===== config.mk =====
export PLATFORM = sky130hd
export DESIGN_NAME = apb_slave_mem_responder
export DESIGN_NICKNAME = d
export VERILOG_FILES = /design/src/rtl/apb_slave_mem_responder.sv
export SDC_FILE = /design/constraint.sdc
export NUM_CORES = 2
export LEC_CHECK = 0
export CORE_MARGIN = 8
export CORE_UTILIZATION = 55
export DETAILED_ROUTE_END_ITERATION = 16
export MAX_ROUTING_LAYER = met4
export PLACE_DENSITY = 0.68
export SYNTH_ARGS = -nofsm -noshare
export SYNTH_HDL_FRONTEND = slang
export SYNTH_SLANG_ARGS = --single-unit

===== constraint.sdc =====
create_clock -name pclk -period 3.82 [get_ports pclk]
set_clock_uncertainty 0.1 [all_clocks]
set_input_delay 0.955 -clock pclk [delete_from_list [all_inputs] [get_ports pclk]]
set_output_delay 0.955 -clock pclk [all_outputs]
set_load 0.05 [all_outputs]

===== src/rtl/apb_slave_mem_responder.sv =====
// APB4 completer in front of a byte-lane-writable word memory.
// Programmable wait states, address/protection error responses and a saturating error counter.
module apb_slave_mem_responder #(
    parameter int                         ADDRESS_WIDTH = 12,
    parameter int                         DATA_WIDTH    = 32,
    parameter logic [ADDRESS_WIDTH-1:0]   MIN_ADDRESS   = 12'h000,
    parameter logic [ADDRESS_WIDTH-1:0]   MAX_ADDRESS   = 12'h0FF,
    parameter bit                         SECURE_ONLY   = 1'b0
) (
    input  logic                      pclk,
    input  logic                      preset,
    input  logic                      psel,
    input  logic                      penable,
    input  logic                      pwrite,
    input  logic [ADDRESS_WIDTH-1:0]  paddr,
    input  logic [DATA_WIDTH-1:0]     pwdata,
    input  logic [DATA_WIDTH/8-1:0]   pstrb,
    input  logic [2:0]                pprot,
    input  logic [3:0]                wait_cfg,
    output logic                      pready,
    output logic [DATA_WIDTH-1:0]     prdata,
    output logic                      pslverr,
    output logic                      xfer_done,
    output logic [7:0]                err_count
);

    localparam int DEPTH  = (int'(MAX_ADDRESS) - int'(MIN_ADDRESS) + 1) / 4;
    localparam int IDX_W  = (DEPTH > 1) ? $clog2(DEPTH) : 1;
    localparam int STRB_W = DATA_WIDTH / 8;

    typedef enum logic [1:0] {IDLE, SETUP, ACCESS} state_t;

    state_t                     state_q, state_d;
    logic [3:0]                 cnt_q;
    logic                       write_q;
    logic [ADDRESS_WIDTH-1:0]   addr_q;
    logic [DATA_WIDTH-1:0]      wdata_q;
    logic [STRB_W-1:0]          strb_q;
    logic                       err_q;

    logic [DATA_WIDTH-1:0]      mem [DEPTH];

    logic                       below, above, setup_err;
    logic                       in_setup, complete;
    logic                       cur_write, cur_err;
    logic [ADDRESS_WIDTH-1:0]   cur_addr, cur_off;
    logic [DATA_WIDTH-1:0]      cur_wdata;
    logic [STRB_W-1:0]          cur_strb;
    logic [IDX_W-1:0]           idx;
    logic                       unused_bits;

    // Range checks collapse to constants when a bound sits at the edge of the address space.
    if (MIN_ADDRESS == '0) begin : g_no_low
        assign below = 1'b0;
    end else begin : g_low
        assign below = (paddr < MIN_ADDRESS);
    end

    if (MAX_ADDRESS == '1) begin : g_no_high
        assign above = 1'b0;
    end else begin : g_high
        assign above = (paddr > MAX_ADDRESS);
    end

    assign setup_err = below | above | (paddr[1:0] != 2'b00) | (SECURE_ONLY && pprot[1]);

    // A zero-wait transfer completes on the SETUP edge, before anything is latched,
    // so the completion path takes the live bus in SETUP and the latched copy in ACCESS.
    assign in_setup  = (state_q == SETUP);
    assign cur_write = in_setup ? pwrite    : write_q;
    assign cur_addr  = in_setup ? paddr     : addr_q;
    assign cur_wdata = in_setup ? pwdata    : wdata_q;
    assign cur_strb  = in_setup ? pstrb     : strb_q;
    assign cur_err   = in_setup ? setup_err : err_q;
    assign cur_off   = cur_addr - MIN_ADDRESS;
    assign idx       = cur_off[IDX_W+1:2];

    assign unused_bits = &{1'b0, pprot[2], pprot[0], cur_off[ADDRESS_WIDTH-1:IDX_W+2], cur_off[1:0]};

    // pready is the completion handshake: the transfer finishes in the cycle it is high,
    // with pslverr and prdata qualified by it; all three drop the following cycle.
    always_comb begin
        state_d  = state_q;
        complete = 1'b0;
        unique case (state_q)
            IDLE: begin
                if (psel && !penable) state_d = SETUP;
            end
            SETUP: begin
                state_d  = ACCESS;
                complete = (wait_cfg == 4'd0);
            end
            ACCESS: begin
                if (pready) begin
                    state_d = IDLE;
                end else if (!(psel && penable)) begin
                    state_d = IDLE;
                end else begin
                    complete = (cnt_q == 4'd1);
                end
            end
            default: state_d = IDLE;
        endcase
    end

    always_ff @(posedge pclk or posedge preset) begin
        if (preset) begin
            state_q   <= IDLE;
            cnt_q     <= 4'd0;
            write_q   <= 1'b0;
            addr_q    <= '0;
            wdata_q   <= '0;
            strb_q    <= '0;
            err_q     <= 1'b0;
            pready    <= 1'b0;
            prdata    <= '0;
            pslverr   <= 1'b0;
            xfer_done <= 1'b0;
            err_count <= 8'd0;
        end else begin
            state_q   <= state_d;
            pready    <= complete;
            pslverr   <= complete && cur_err;
            prdata    <= (complete && !cur_write && !cur_err) ? mem[idx] : '0;
            xfer_done <= pready;
            if (complete && cur_err && (err_count != 8'hFF)) err_count <= err_count + 8'd1;

            if (in_setup) begin
                write_q <= pwrite;
                addr_q  <= paddr;
                wdata_q <= pwdata;
                strb_q  <= pstrb;
                err_q   <= setup_err;
                cnt_q   <= wait_cfg;
            end else if (state_d == IDLE) begin
                cnt_q <= 4'd0;
            end else if (cnt_q != 4'd0) begin
                cnt_q <= cnt_q - 4'd1;
            end
        end
    end

    // Reset holds the FSM in IDLE, so complete cannot fire and no pending write lands.
    always_ff @(posedge pclk) begin
        if (complete && cur_write && !cur_err) begin
            for (int i = 0; i < STRB_W; i++) begin
                if (cur_strb[i]) mem[idx][8*i +: 8] <= cur_wdata[8*i +: 8];
            end
        end
    end

endmodule


==> impl_metrics.env <==
export IMPL_cp_arrival_ns=4.43
export IMPL_die_h_um=396
export IMPL_synthToLayoutAreaGrowth_pct=22.2
export IMPL_ys_flop_type="edfxtp_1"
export IMPL_hold_depth=0
export IMPL_cts_htree_levels=4
export IMPL_cts_hold_buf=0
export IMPL_cts_resized=0
export IMPL_clockBufferDepth=3
export IMPL_finalPower_w=0.0773
export IMPL_via_count=50400
export IMPL_status="completed"
export IMPL_cts_inserted_buffers=206
export IMPL_clkSlewWorstSetupHoldPaths_ns=0.06
export IMPL_slew_viol_final=0
export IMPL_r2r_cells=11
export IMPL_post_cts_setup_buffers=0
export IMPL_setup_ws_ns=0.0337
export IMPL_initial_utilization_pct=55.4
export IMPL_die_area_mm2=0.157
export IMPL_postSynth_asyncResetShare_pct=4.34
export IMPL_grt_max_degree=66
export IMPL_synth_edf_count=2048
export IMPL_hold_viol_final=0
export IMPL_tightest_slew_ns=0.998
export IMPL_root_buffer="clkbuf_16"
export IMPL_drc=0
export IMPL_timing_fmax_ghz=0.264
export IMPL_cts_sinks=2141
export IMPL_crit_path_start_kind="flip-flop"
export IMPL_synth_seq_cells=2141
export IMPL_final_util_pct=67.6
export IMPL_syn_instance_count=4925
export IMPL_ant_nets=0
export IMPL_firstDrtPassIters=6
export IMPL_synth_seq_area_share_pct=80.3
export IMPL_fin_crit_sh_pct=99.1
export IMPL_mostFrequentLayoutCell="edfxtp_1"
export IMPL_finalWirelength_um=216000
export IMPL_cts_tree="yes"
export IMPL_place_ws_ns=-0.585
export IMPL_syn_nets=4993
export IMPL_cp_slowest_cell="a2111oi_0"
export IMPL_finalSetupViolations=0
export IMPL_hold_path_class="flip-flop to flip-flop"
export IMPL_portBuffers=99
export IMPL_syn_area_per_cell_um2=16.1
export IMPL_crit_chain="inv_1, ha_4, nor3_1, a21oi_4, buf_4, o22ai_1, nor3_1, o221ai_1, a2111oi_0, buf_4, and3_1"
export IMPL_gp_congestion=0.870
export IMPL_worst_slew_margin_rel_pct=33.5
export IMPL_io_pins=103
export IMPL_rows=139
export IMPL_grt_pass1_vias=49900
export IMPL_min_period_ns=3.79
export IMPL_setup_tns_ns=0
export IMPL_avgRoutedWirePerCell_um=26.9
export IMPL_yosysWarnings=0
export IMPL_peakVddDrop_mv=1.37
export IMPL_layout_common_cells="edfxtp_1, buf_4, o22ai_1"
export IMPL_die_width_um=396
export IMPL_grt_pass1_wl_um=320000
export IMPL_pwr_density_cell_mw_per_mm2=796
export IMPL_vias_per_cell=6.29
export IMPL_leakage_nw=33.0
export IMPL_cp_max_fo=21
export IMPL_crit_required_ns=4.47
export IMPL_nNetsFinal=5996
export IMPL_drive_gt1_share_pct=23.5
export IMPL_clkLatencyLatePin_ns=0.83
export IMPL_num_antenna_cells=0
export IMPL_cap_violations=0
export IMPL_cpPeakStageDelay_ns=0.69
export IMPL_antenna_found_initial=1
export IMPL_dp_hpwl_um=139000
export IMPL_netlist_area_mm2=0.0795
export IMPL_grtUsageTotal_pct=27.8
export IMPL_core_area_mm2=0.143
export IMPL_overflow=0
export IMPL_drt_iter0_markers=5930
export IMPL_crit_type="flip-flop to flip-flop"
export IMPL_rsz0062_at_grt="false"
export IMPL_ys_types=79
export IMPL_cp_end_kind="flip-flop"
==> area by class of cell <==
type | count | area, um2
multi-input combinational | 2426 | 13900
clock inverter | 118 | 1040
timing repair buffer | 1141 | 10200
clock buffer | 268 | 5580
inverter | 12 | 55.1
fill | 9403 | 46400
tap | 1903 | 2380
sequential | 2141 | 63800
==> through the flow <==
stage	hold slack (ns)	instance area, um2	std cells
2_1_floorplan	0.372	79500	4925
3_3_place_gp	0.295	90400	7623
3_5_place_dp	0.298	90400	7623
4_1_cts	0.311	97100	8009
5_1_grt	0.321	97100	8009
6_report	0.310	97100	8009
==> sequential cells by signal, summed over array words and instances (netlist names) <==
signal,count
addr_q,6
cnt_q,4
err_count,8
err_q,1
mem,2048
prdata,32
pready,1
pslverr,1
state_q,2
strb_q,4
wdata_q,32
write_q,1
xfer_done,1
==> worst max-delay path: cells and delay by family, from the launching register on <==
kind,cells,cell delay (ns)
simple gates,3,0.71
compound gates,4,1.51
fa+ha+maj,1,0.37
buf+inv,3,0.60
flops,1,0.40
==> report_power, final <==
part	internal (W)	switching, W	total, W
Clock	0.0113	0.00860	0.0199
Combinational	0.00911	0.0177	0.0268
Sequential	0.0304	0.000150	0.0305
==> worst paths after layout <==
kind                       slack [ns]                  endpoint                 start
setup reg to reg                 0.03      prdata[21]$_DFF_PP0_  state_q[1]$_DFF_PP0_
hold / removal                   0.31       xfer_done$_DFF_PP0_      pready$_DFF_PP0_
setup / recovery                 0.03      prdata[21]$_DFF_PP0_  state_q[1]$_DFF_PP0_
hold reg to reg                  0.31       xfer_done$_DFF_PP0_      pready$_DFF_PP0_
max in group asynchronous        2.38       prdata[1]$_DFF_PP0_                preset
min in group asynchronous        0.49  err_count[6]$_DFFE_PP0P_                preset
==> synth_stat cells (16+ instances only) <==
| cell | number | area, um2 |
|---|---|---|
| edfxtp_1 | 2048 | 61500 |
| o22ai_1 | 762 | 4770 |
| nor2_1 | 388 | 1460 |
| nor3_1 | 310 | 1550 |
| nand2_1 | 265 | 995 |
| a21oi_1 | 172 | 861 |
| buf_2 | 167 | 836 |
| clkbuf_1 | 93 | 349 |
| dfrtp_1 | 93 | 2330 |
| nand3_1 | 49 | 245 |
| nor4_1 | 44 | 275 |
| mux2_2 | 43 | 484 |
| o21ai_0 | 41 | 205 |
| buf_1 | 38 | 143 |
| a31oi_1 | 37 | 231 |
| and3_1 | 31 | 194 |
| o22a_1 | 30 | 263 |
| buf_6 | 28 | 315 |
| o221ai_1 | 26 | 228 |
| a311oi_1 | 24 | 210 |
| a22oi_1 | 20 | 150 |
| buf_4 | 18 | 135 |
| mux2i_1 | 16 | 160 |
| or4_1 | 16 | 120 |
==> kinds of logic (layout without fill, tap and decap cells) <==
kind of cell | count (synthesis) | count (layout) | share of synthesized area (%)
AND/OR/NAND/NOR | 1160 | 1160 | 6.66
multiplexers | 65 | 65 | 0.938
XOR/XNOR | 9 | 9 | 0.0992
adder cells (fa/ha/maj) | 8 | 8 | 0.126
AO/OA/AOI/OAI | 1184 | 1184 | 9.52
buffers and inverters | 358 | 1539 | 2.33
flip-flops | 2141 | 2141 | 80.3
==> routing by layer <==
metal	track usage, %	wire length [um]	vias up
li1	-	-	21800
met1	38.3	85200	25400
met2	43.3	103000	2799
met3	4.18	20300	396
met4	8.69	6950	0
met5	-	0	-
Power figures use the tool's default switching activity.
